--- config.mk ---
export PLATFORM = sky130hd
export DESIGN_NAME = icache
export DESIGN_NICKNAME = d
export VERILOG_FILES = /design/src/rtl/icache.sv
export SDC_FILE = /design/constraint.sdc
export NUM_CORES = 2
export LEC_CHECK = 0
export BUFFER_PORTS_ARGS = -buffer_cell sky130_fd_sc_hd__buf_2
export CAP_MARGIN = 0
export CORE_ASPECT_RATIO = 1.1
export CORE_MARGIN = 5
export CORE_UTILIZATION = 60
export CTS_CLUSTER_DIAMETER = 50
export DETAILED_ROUTE_END_ITERATION = 10
export MAX_ROUTING_LAYER = met4
export PLACE_DENSITY = 0.76
export REMOVE_ABC_BUFFERS = 1
export SLEW_MARGIN = 0
export SYNTH_ARGS = -nofsm -noshare
export SYNTH_HDL_FRONTEND = slang
export SYNTH_SLANG_ARGS = --single-unit
--- constraint.sdc ---
create_clock -name clk_in -period 4.2 [get_ports clk_in]
set_input_delay 0.21 -clock clk_in [delete_from_list [all_inputs] [get_ports clk_in]]
set_output_delay 0.21 -clock clk_in [all_outputs]
set_load 0.02 [all_outputs]
--- src/rtl/icache.sv ---
// Direct-mapped read-only instruction cache; one-cycle hits and word-by-word
// line refill through a single-outstanding request/done handshake.
module icache #(
  parameter int unsigned INDEX_BITS = 4,
  parameter int unsigned WORD_BITS  = 2
) (
  input  logic        clk_in,
  input  logic        rst_in,
  input  logic        rdy_in,
  input  logic        fetch_req,
  input  logic [31:0] fetch_addr,
  input  logic        clear,
  output logic        fetch_ready,
  output logic [31:0] fetch_inst,
  output logic        mc_req,
  output logic [31:0] mc_addr,
  input  logic        mc_done,
  input  logic [31:0] mc_data
);

  localparam int unsigned Lines = 1 << INDEX_BITS;
  localparam int unsigned Words = 1 << WORD_BITS;
  localparam int unsigned IdxLo = WORD_BITS + 2;
  localparam int unsigned TagLo = IdxLo + INDEX_BITS;
  localparam int unsigned TagW  = 32 - TagLo;

  typedef enum logic [1:0] {
    StIdle,
    StFill,
    StResp
  } state_e;

  state_e                 r_state;
  logic [WORD_BITS-1:0]   r_cnt;
  logic                   r_cancel;
  logic [31:0]            r_addr;
  logic [Lines-1:0]       r_valid;
  logic [TagW-1:0]        r_tag  [Lines];
  logic [31:0]            r_data [Lines][Words];
  logic                   r_fetch_ready;
  logic [31:0]            r_fetch_inst;

  state_e                 w_state_next;
  logic [WORD_BITS-1:0]   w_cnt_next;
  logic                   w_cancel_next;
  logic [31:0]            w_addr_next;
  logic                   w_ready_next;
  logic [31:0]            w_inst_next;
  logic                   w_fill_we;
  logic                   w_fill_last;
  logic                   w_hit;
  logic                   w_in_fill;

  logic [TagW-1:0]        w_req_tag;
  logic [INDEX_BITS-1:0]  w_req_idx;
  logic [WORD_BITS-1:0]   w_req_word;
  logic [TagW-1:0]        w_lat_tag;
  logic [INDEX_BITS-1:0]  w_lat_idx;
  logic [WORD_BITS-1:0]   w_lat_word;
  logic                   w_unused;

  assign w_req_tag  = fetch_addr[31:TagLo];
  assign w_req_idx  = fetch_addr[TagLo-1:IdxLo];
  assign w_req_word = fetch_addr[IdxLo-1:2];
  assign w_lat_tag  = r_addr[31:TagLo];
  assign w_lat_idx  = r_addr[TagLo-1:IdxLo];
  assign w_lat_word = r_addr[IdxLo-1:2];
  assign w_unused   = ^{fetch_addr[1:0], r_addr[1:0]};

  assign w_hit     = r_valid[w_req_idx] && (r_tag[w_req_idx] == w_req_tag);
  assign w_in_fill = (r_state == StFill);

  assign fetch_ready = r_fetch_ready;
  assign fetch_inst  = r_fetch_inst;
  assign mc_req      = w_in_fill;
  // Line base keeps the latched tag/index, so the word counter never carries out.
  assign mc_addr     = w_in_fill ? {r_addr[31:IdxLo], r_cnt, 2'b00} : 32'h0;

  always_comb begin
    w_state_next  = r_state;
    w_cnt_next    = r_cnt;
    w_cancel_next = r_cancel;
    w_addr_next   = r_addr;
    w_ready_next  = 1'b0;
    w_inst_next   = r_fetch_inst;
    w_fill_we     = 1'b0;
    w_fill_last   = 1'b0;
    case (r_state)
      StIdle: begin
        w_cancel_next = 1'b0;
        if (fetch_req && !clear) begin
          if (w_hit) begin
            w_ready_next = 1'b1;
            w_inst_next  = r_data[w_req_idx][w_req_word];
          end else begin
            w_addr_next  = fetch_addr;
            w_cnt_next   = '0;
            w_state_next = StFill;
          end
        end
      end
      StFill: begin
        if (clear) w_cancel_next = 1'b1;
        if (mc_done) begin
          w_fill_we  = 1'b1;
          w_cnt_next = r_cnt + 1'b1;
          if (&r_cnt) begin
            w_fill_last  = 1'b1;
            w_state_next = StResp;
          end
        end
      end
      StResp: begin
        // A flush seen during the fill or in this cycle drops the response.
        if (!(r_cancel || clear)) begin
          w_ready_next = 1'b1;
          w_inst_next  = r_data[w_lat_idx][w_lat_word];
        end
        w_cancel_next = 1'b0;
        w_state_next  = StIdle;
      end
      default: begin
        w_state_next = StIdle;
      end
    endcase
  end

  always_ff @(posedge clk_in) begin
    if (rst_in) begin
      r_state       <= StIdle;
      r_cnt         <= '0;
      r_cancel      <= 1'b0;
      r_addr        <= 32'h0;
      r_valid       <= '0;
      r_fetch_ready <= 1'b0;
      r_fetch_inst  <= 32'h0;
    end else if (rdy_in) begin
      r_state       <= w_state_next;
      r_cnt         <= w_cnt_next;
      r_cancel      <= w_cancel_next;
      r_addr        <= w_addr_next;
      r_fetch_ready <= w_ready_next;
      r_fetch_inst  <= w_inst_next;
      if (w_fill_last) r_valid[w_lat_idx] <= 1'b1;
    end
  end

  always_ff @(posedge clk_in) begin
    if (!rst_in && rdy_in && w_fill_we) begin
      r_data[w_lat_idx][r_cnt] <= mc_data;
      if (w_fill_last) r_tag[w_lat_idx] <= w_lat_tag;
    end
  end

endmodule

Yosys cells after proc, flatten, opt, wreduce, memory -nomap -nowiden
Memories as Yosys holds them, arrays and structs flattened. A register that Yosys moved wholly into a read port is not among the register bits.
Cells that the tools add are included.
- eq/ne operators: 10
- shift-type cells: 0
- order comparisons: 7
- add/sub/neg operators: 1
- bitwise logic cells: 5
- multiply operators: 0
- reduce and logical (&&, ||, !) cells: 21
- divide/modulo/power cells: 0
- muxes and demuxes: 44
- operators with widths (kind ; count):
    $mux 32 ; 9
    $bmux 32 s2 ; 2
    $mux 128 ; 1
    $demux 32 s2 ; 1
    $pmux 32 s2 ; 1
    $eq 24x24->1 ; 1
    $or 16x16->16 ; 1
    $mux 1 ; 15
    $reduce_and 5->1 ; 3
    $mux 2 ; 7
    $ne 2x2->1 const B ; 6
    $lt 4x5->1 const B ; 2
    $ge 3x3->1 const B ; 3
    $not 2->3 ; 3
    $mux 4 ; 2
    $pmux 2 s2 ; 2
    $logic_and 1x1->1 ; 6
    $reduce_bool 2->1 ; 3
    $bmux 1 s4 ; 1
    $demux 1 s4 ; 1
    $ge 4x1->1 const B ; 1
    $pmux 1 s2 ; 2
    $reduce_and 2->1 ; 2
    $reduce_and 4->1 ; 1
    other kinds (11) ; 12
- RAM bits: 2432
- input port bits: 70
- logic and storage cells: 97
- bits in latches: 0
- memories kept: 2
- flip-flop bits (word level): 86
- bits in read-only memories: 0
- output and inout bits: 66
- memory list (memory ; words ; width ; rd ports ; clocked after Yosys merged registers in ; write ports ; line ; text):
    r_data ; 16 ; 128 ; 2 ; 1 ; 1 ; 39 ; logic [31:0] r_data [Lines][Words];
    r_tag ; 16 ; 24 ; 1 ; 0 ; 1 ; 38 ; logic [TagW-1:0] r_tag [Lines];

Depth between registers and ports, before layout
- word-level depth: 7
- gate-level depth with buffers: 16
- mapped depth without buffers: 9

Least setup slack after synthesis
OpenSTA, ideal clock, no wires.
- kind: register to register
- start: register r_state[0]
- end: memory r_data[3][0] (netlist bit), enable pin
- stages on the path, launching flop included: 9
- clock period less this slack: 3.494 ns
- arrival time: 3.073 ns
- data required time: 3.779 ns
- path slack: 0.706 ns
- cells stage by stage: dfxtp_1 nor2b_1 and3_1 clkbuf_1 and2_1 nand2_1 clkbuf_1 clkbuf_1 nor2_1
- word-level cells in the longest chain between the ends: 5
- ends and longest elaborated chain (what ; line ; text):
    start, declared ; 33 ; state_e r_state;
    start signal, assigned ; 130 ; r_state <= StIdle;
    start signal, assigned ; 138 ; r_state <= w_state_next;
    $eq 2x1->1 ; 88 ; case (r_state)
    $mux 1 ; 88 ;
    $logic_and 1x1->1 ; 149 ; if (!rst_in && rdy_in && w_fill_we) begin
    $mux 1 ; 149 ;
    $mux 128 (not written as such) ; 150 ; r_data[w_lat_idx][r_cnt] <= mc_data;
    end, declared ; 39 ;
Every way passes these cells.

Worst setup path in the final report
- start: memory r_tag[1][16] (netlist bit)
- end: register r_addr[17]
- word-level cells in the longest chain between the ends: 5
- ends and longest elaborated chain (what ; line ; text):
    start, declared ; 38 ;
    $mem_v2 16x24 ; -- ;
    $eq 24x24->1 ; 70 ; assign w_hit = r_valid[w_req_idx] && (r_tag[w_req_idx] == w_req_tag);
    $logic_and 1x1->1 ; 70 ;
    $not 1->1 (no line) ; -- ;
    $reduce_and 4->1 (no line) ; -- ;
    end signal, assigned ; 141 ; r_addr <= w_addr_next;
    end, declared ; 36 ; logic [31:0] r_addr;
Every way passes these cells.
A chain may end at the register's enable or synchronous reset.

==> qor.csv <==
stage,metric,value,unit
status,status,"complete, no violations",
sta,relSlewSlack,0.224,
setup_path,worst-path-max-fanout,16,
final_layout,syn_to_final_growth,13.2,%
grt,grt_start_max_net_pins,123,
drt,avgViaCountPerCell,7.71,
final_layout,drive_above_1_share,0.406,
power,leakage,39.4,nW
synth,netlist_top_cells_area,"edfxtp_1 65%, mux4_2 28%, dfxtp_1 1.6%",
drt,wl,326000,µm
placement,place_congestion,0.857,
drt,drt-met1-wl,109000,µm
placement,dp_hpwl,182000,µm
synth,syn_area_per_cell,22.3,µm²
power,p_per_area,425,mW/mm²
clock_network,clock_tree.buffer_depth,4,
clock_network,clkTransAtPathRegs,0.06,ns
power,ir_worst_vdd,0.443,mV
grt,grt_antenna_before_repair,13,
drt,routedWlPerCell,40.7,µm
setup_path,regToRegStartpoint,r_tag[1][16],
sta,min_period_over_period,0.979,
hold_path,hp-start,mc_data[20],
final_layout,fill_cells,11100,
setup_path,r2r_cells,10,
sta,slew_viol_final,0,
synth,yosysSeqAreaShare,0.667,
synth,netlist_area,0.112,mm²
drt,drtPass1Iterations,6,
grt,grt_first_pass_wirelength,460000,µm
die,coreArea,0.186,mm²
synth,yosys_warnings,0,
synth,synthDistinctLibCells,52,
sta,hold_slack,0.0347,ns
synth,synthDominantCellAreaShare,0.651,
setup_path,cp.arrival,4.92,ns
clock_network,cts_sinks,2520,
sta,finalClockSkew,0.0566,ns
clock_network,cts-root-buf,clkbuf_16,
sta,finalSetupViolations,0,
placement,dpl_cell_area,0.118,mm²
die,rows,166,
final_layout,final_core_util,0.683,
drt,first_iter_violations,10000,
setup_path,startpoint_type,flop,
sta,worst_pin_slew,1.16,ns
grt,grt_pass1_vias,61900,
power,p_total,54.0,mW
drt,dr.max_layer_used,met4,
setup_path,reg2reg_to,r_addr[17],
synth,ys_async_sr_fraction,0,
setup_path,cp-end-kind,flop,
placement,dp_cells,7470,
clock_network,ctsHtreeMaxLevel,5,
final_layout,layout_common_cells,"2,432 x edfxtp_1, 1,372 x mux4_2, 283 x clkbuf_16",
synth,ys_ff_latch,2520,
clock_network,clk_latency,0.95,ns
synth,synth_ff_type,edfxtp_1,
clock_network,cts_buffers,276,
grt,grt_util_all_layers,0.345,
hold_path,min_to,r_data[2][84],
drt,drc,0,
sta,max_freq,243,MHz
setup_path,reg2reg_slack,0.09,ns
die,die-area,0.196,mm²
final_layout,final_common_cell,edfxtp_1,
sta,post-route-min-period,4.11,ns
synth,syn_inst,5029,
drt,vias,61700,
clock_network,post_cts_buffers,0,
final_layout,final_nets,5446,
final_layout,final-instance-count-excl-fill,8007,
job,maxCapViolations,0,
grt,gr-total-overflow,0,
synth,synth_edf_count,2432,
synth,synth_top_cell_by_area,edfxtp_1,
placement,port_buffers,131,
die,die_w,422,µm
hold_path,holdPathStages,1,
sta,grt_setup_unrepaired,no,
hold_path,hp-class,in2reg,
final_layout,final_area,0.127,mm²
setup_path,crit_required,5.01,ns
die,pin_count,136,
sta,hold_viol_final,0,
setup_path,critical_path_class,reg2reg,
die,start_util,0.603,
drt,ant_nets,0,
drt,wl_met3,42300,µm
drt,wl_met2,156000,µm
clock_network,cts_tree,yes,
clock_network,cts_resized,0,
die,die_h,464,µm
==> flip-flops by register name, indices dropped and copies added, names as in the netlist, named ones only <==
signal and count:
fetch_ready 1, r_state 2, fetch_inst 32, r_cnt 2, r_tag 384, r_valid 16, r_addr 30, r_data 2048
r_cancel 1
==> routing by layer <==
metal  vias up  GRT usage
li1      22900          -
met1     32600      0.452
met2      5153      0.521
met3      1034     0.0901
met4         0      0.153
met5         -          -
==> what timing repair did <==
action                                  in CTS  in global routing
endpoints found under the hold margin     1199                  0
hold buffers                                60                  0
endpoints found under the setup margin       0                  0
==> cell type report <==
cell class	count	area [µm²]	share of cell area
repair buffers	448	4160	0.0328
multi-input cells	2121	36400	0.287
clock buffers	347	7430	0.0585
diodes	10	25.0	0.000197
flip-flops and latches	2520	74800	0.589
well taps	2436	3050	0.0240
inverters	5	18.8	0.000148
clock inverters	120	1160	0.00913
==> critical path: stages (launching register included) <==
cell and delay (ns):
edfxtp_1 0.40, mux4_2 0.48, mux4_2 0.48, xor2_1 0.19, nor4_1 0.53, nand4_1 0.24
buf_4 0.21, o31a_2 0.58, mux2i_1 0.25, nor2_1 0.07, dlygate4sd3_1 0.59
==> Yosys cell counts (3+ instances only) <==
master	instances
a211oi_1	8
a21o_1	16
a21oi_1	33
a22o_1	9
a22oi_1	32
a31oi_1	13
and2_1	31
and3_1	4
buf_1	95
buf_2	106
buf_4	13
buf_6	3
clkbuf_1	167
dfxtp_1	88
edfxtp_1	2432
ha_1	4
inv_1	3
mux2_2	21
mux2i_1	145
mux4_2	1372
nand2_1	64
nand2b_1	5
nand3_1	18
nand4_1	3
nor2_1	157
nor2b_1	15
nor3_1	68
nor4_1	9
o211ai_1	12
o21ai_0	18
o22ai_1	9
or3_1	3
xnor2_1	7
xor2_1	22
==> where the power goes <==
group,switching [mW],total [mW],internal [mW]
registers,0.0681,27.6,27.5
logic,1.58,2.98,1.40
clock network,9.60,23.4,13.8
==> logic make-up (layout without fill, tap and decap cells) <==
kind of cell | count (synthesis) | count (layout) | synth area share
flip-flops | 2520 | 2520 | 0.667
AND/OR/NAND/NOR | 385 | 385 | 0.0157
other | 1 | 12 | 0.0000334
AO/OA/AOI/OAI | 163 | 163 | 0.00982
adder cells (fa/ha/maj) | 4 | 4 | 0.000446
XOR/XNOR | 29 | 29 | 0.00226
multiplexers | 1538 | 1538 | 0.290
buffers and inverters | 389 | 920 | 0.0148
==> through the flow <==
| stage | worst slack [ns] | TNS [ns] |
|---|---|---|
| after floorplan | -18.53 | -655.43 |
| after global placement | 0.297 | 0 |
| after detailed placement | 0.327 | 0 |
| after CTS | 0.183 | 0 |
| after global routing | 0.0366 | 0 |
| final | 0.0885 | 0 |
==> worst max path at each step <==
stage / slack [ns] / from / cells past startpoint / to
5_1_grt: 0.04 / r_tag[13][16] / 10 / r_addr[17]
6_report: 0.09 / r_tag[1][16] / 10 / r_addr[17]
3_3_place_gp: 0.30 / fetch_addr[5] / 13 / fetch_inst[20]
4_1_cts: 0.18 / r_tag[1][16] / 10 / r_addr[17]
3_5_place_dp: 0.33 / fetch_addr[5] / 13 / fetch_inst[4]
2_1_floorplan: -18.53 / flop / 6 / fetch_inst[14]
No activity file was read; power rests on OpenSTA's default activity.
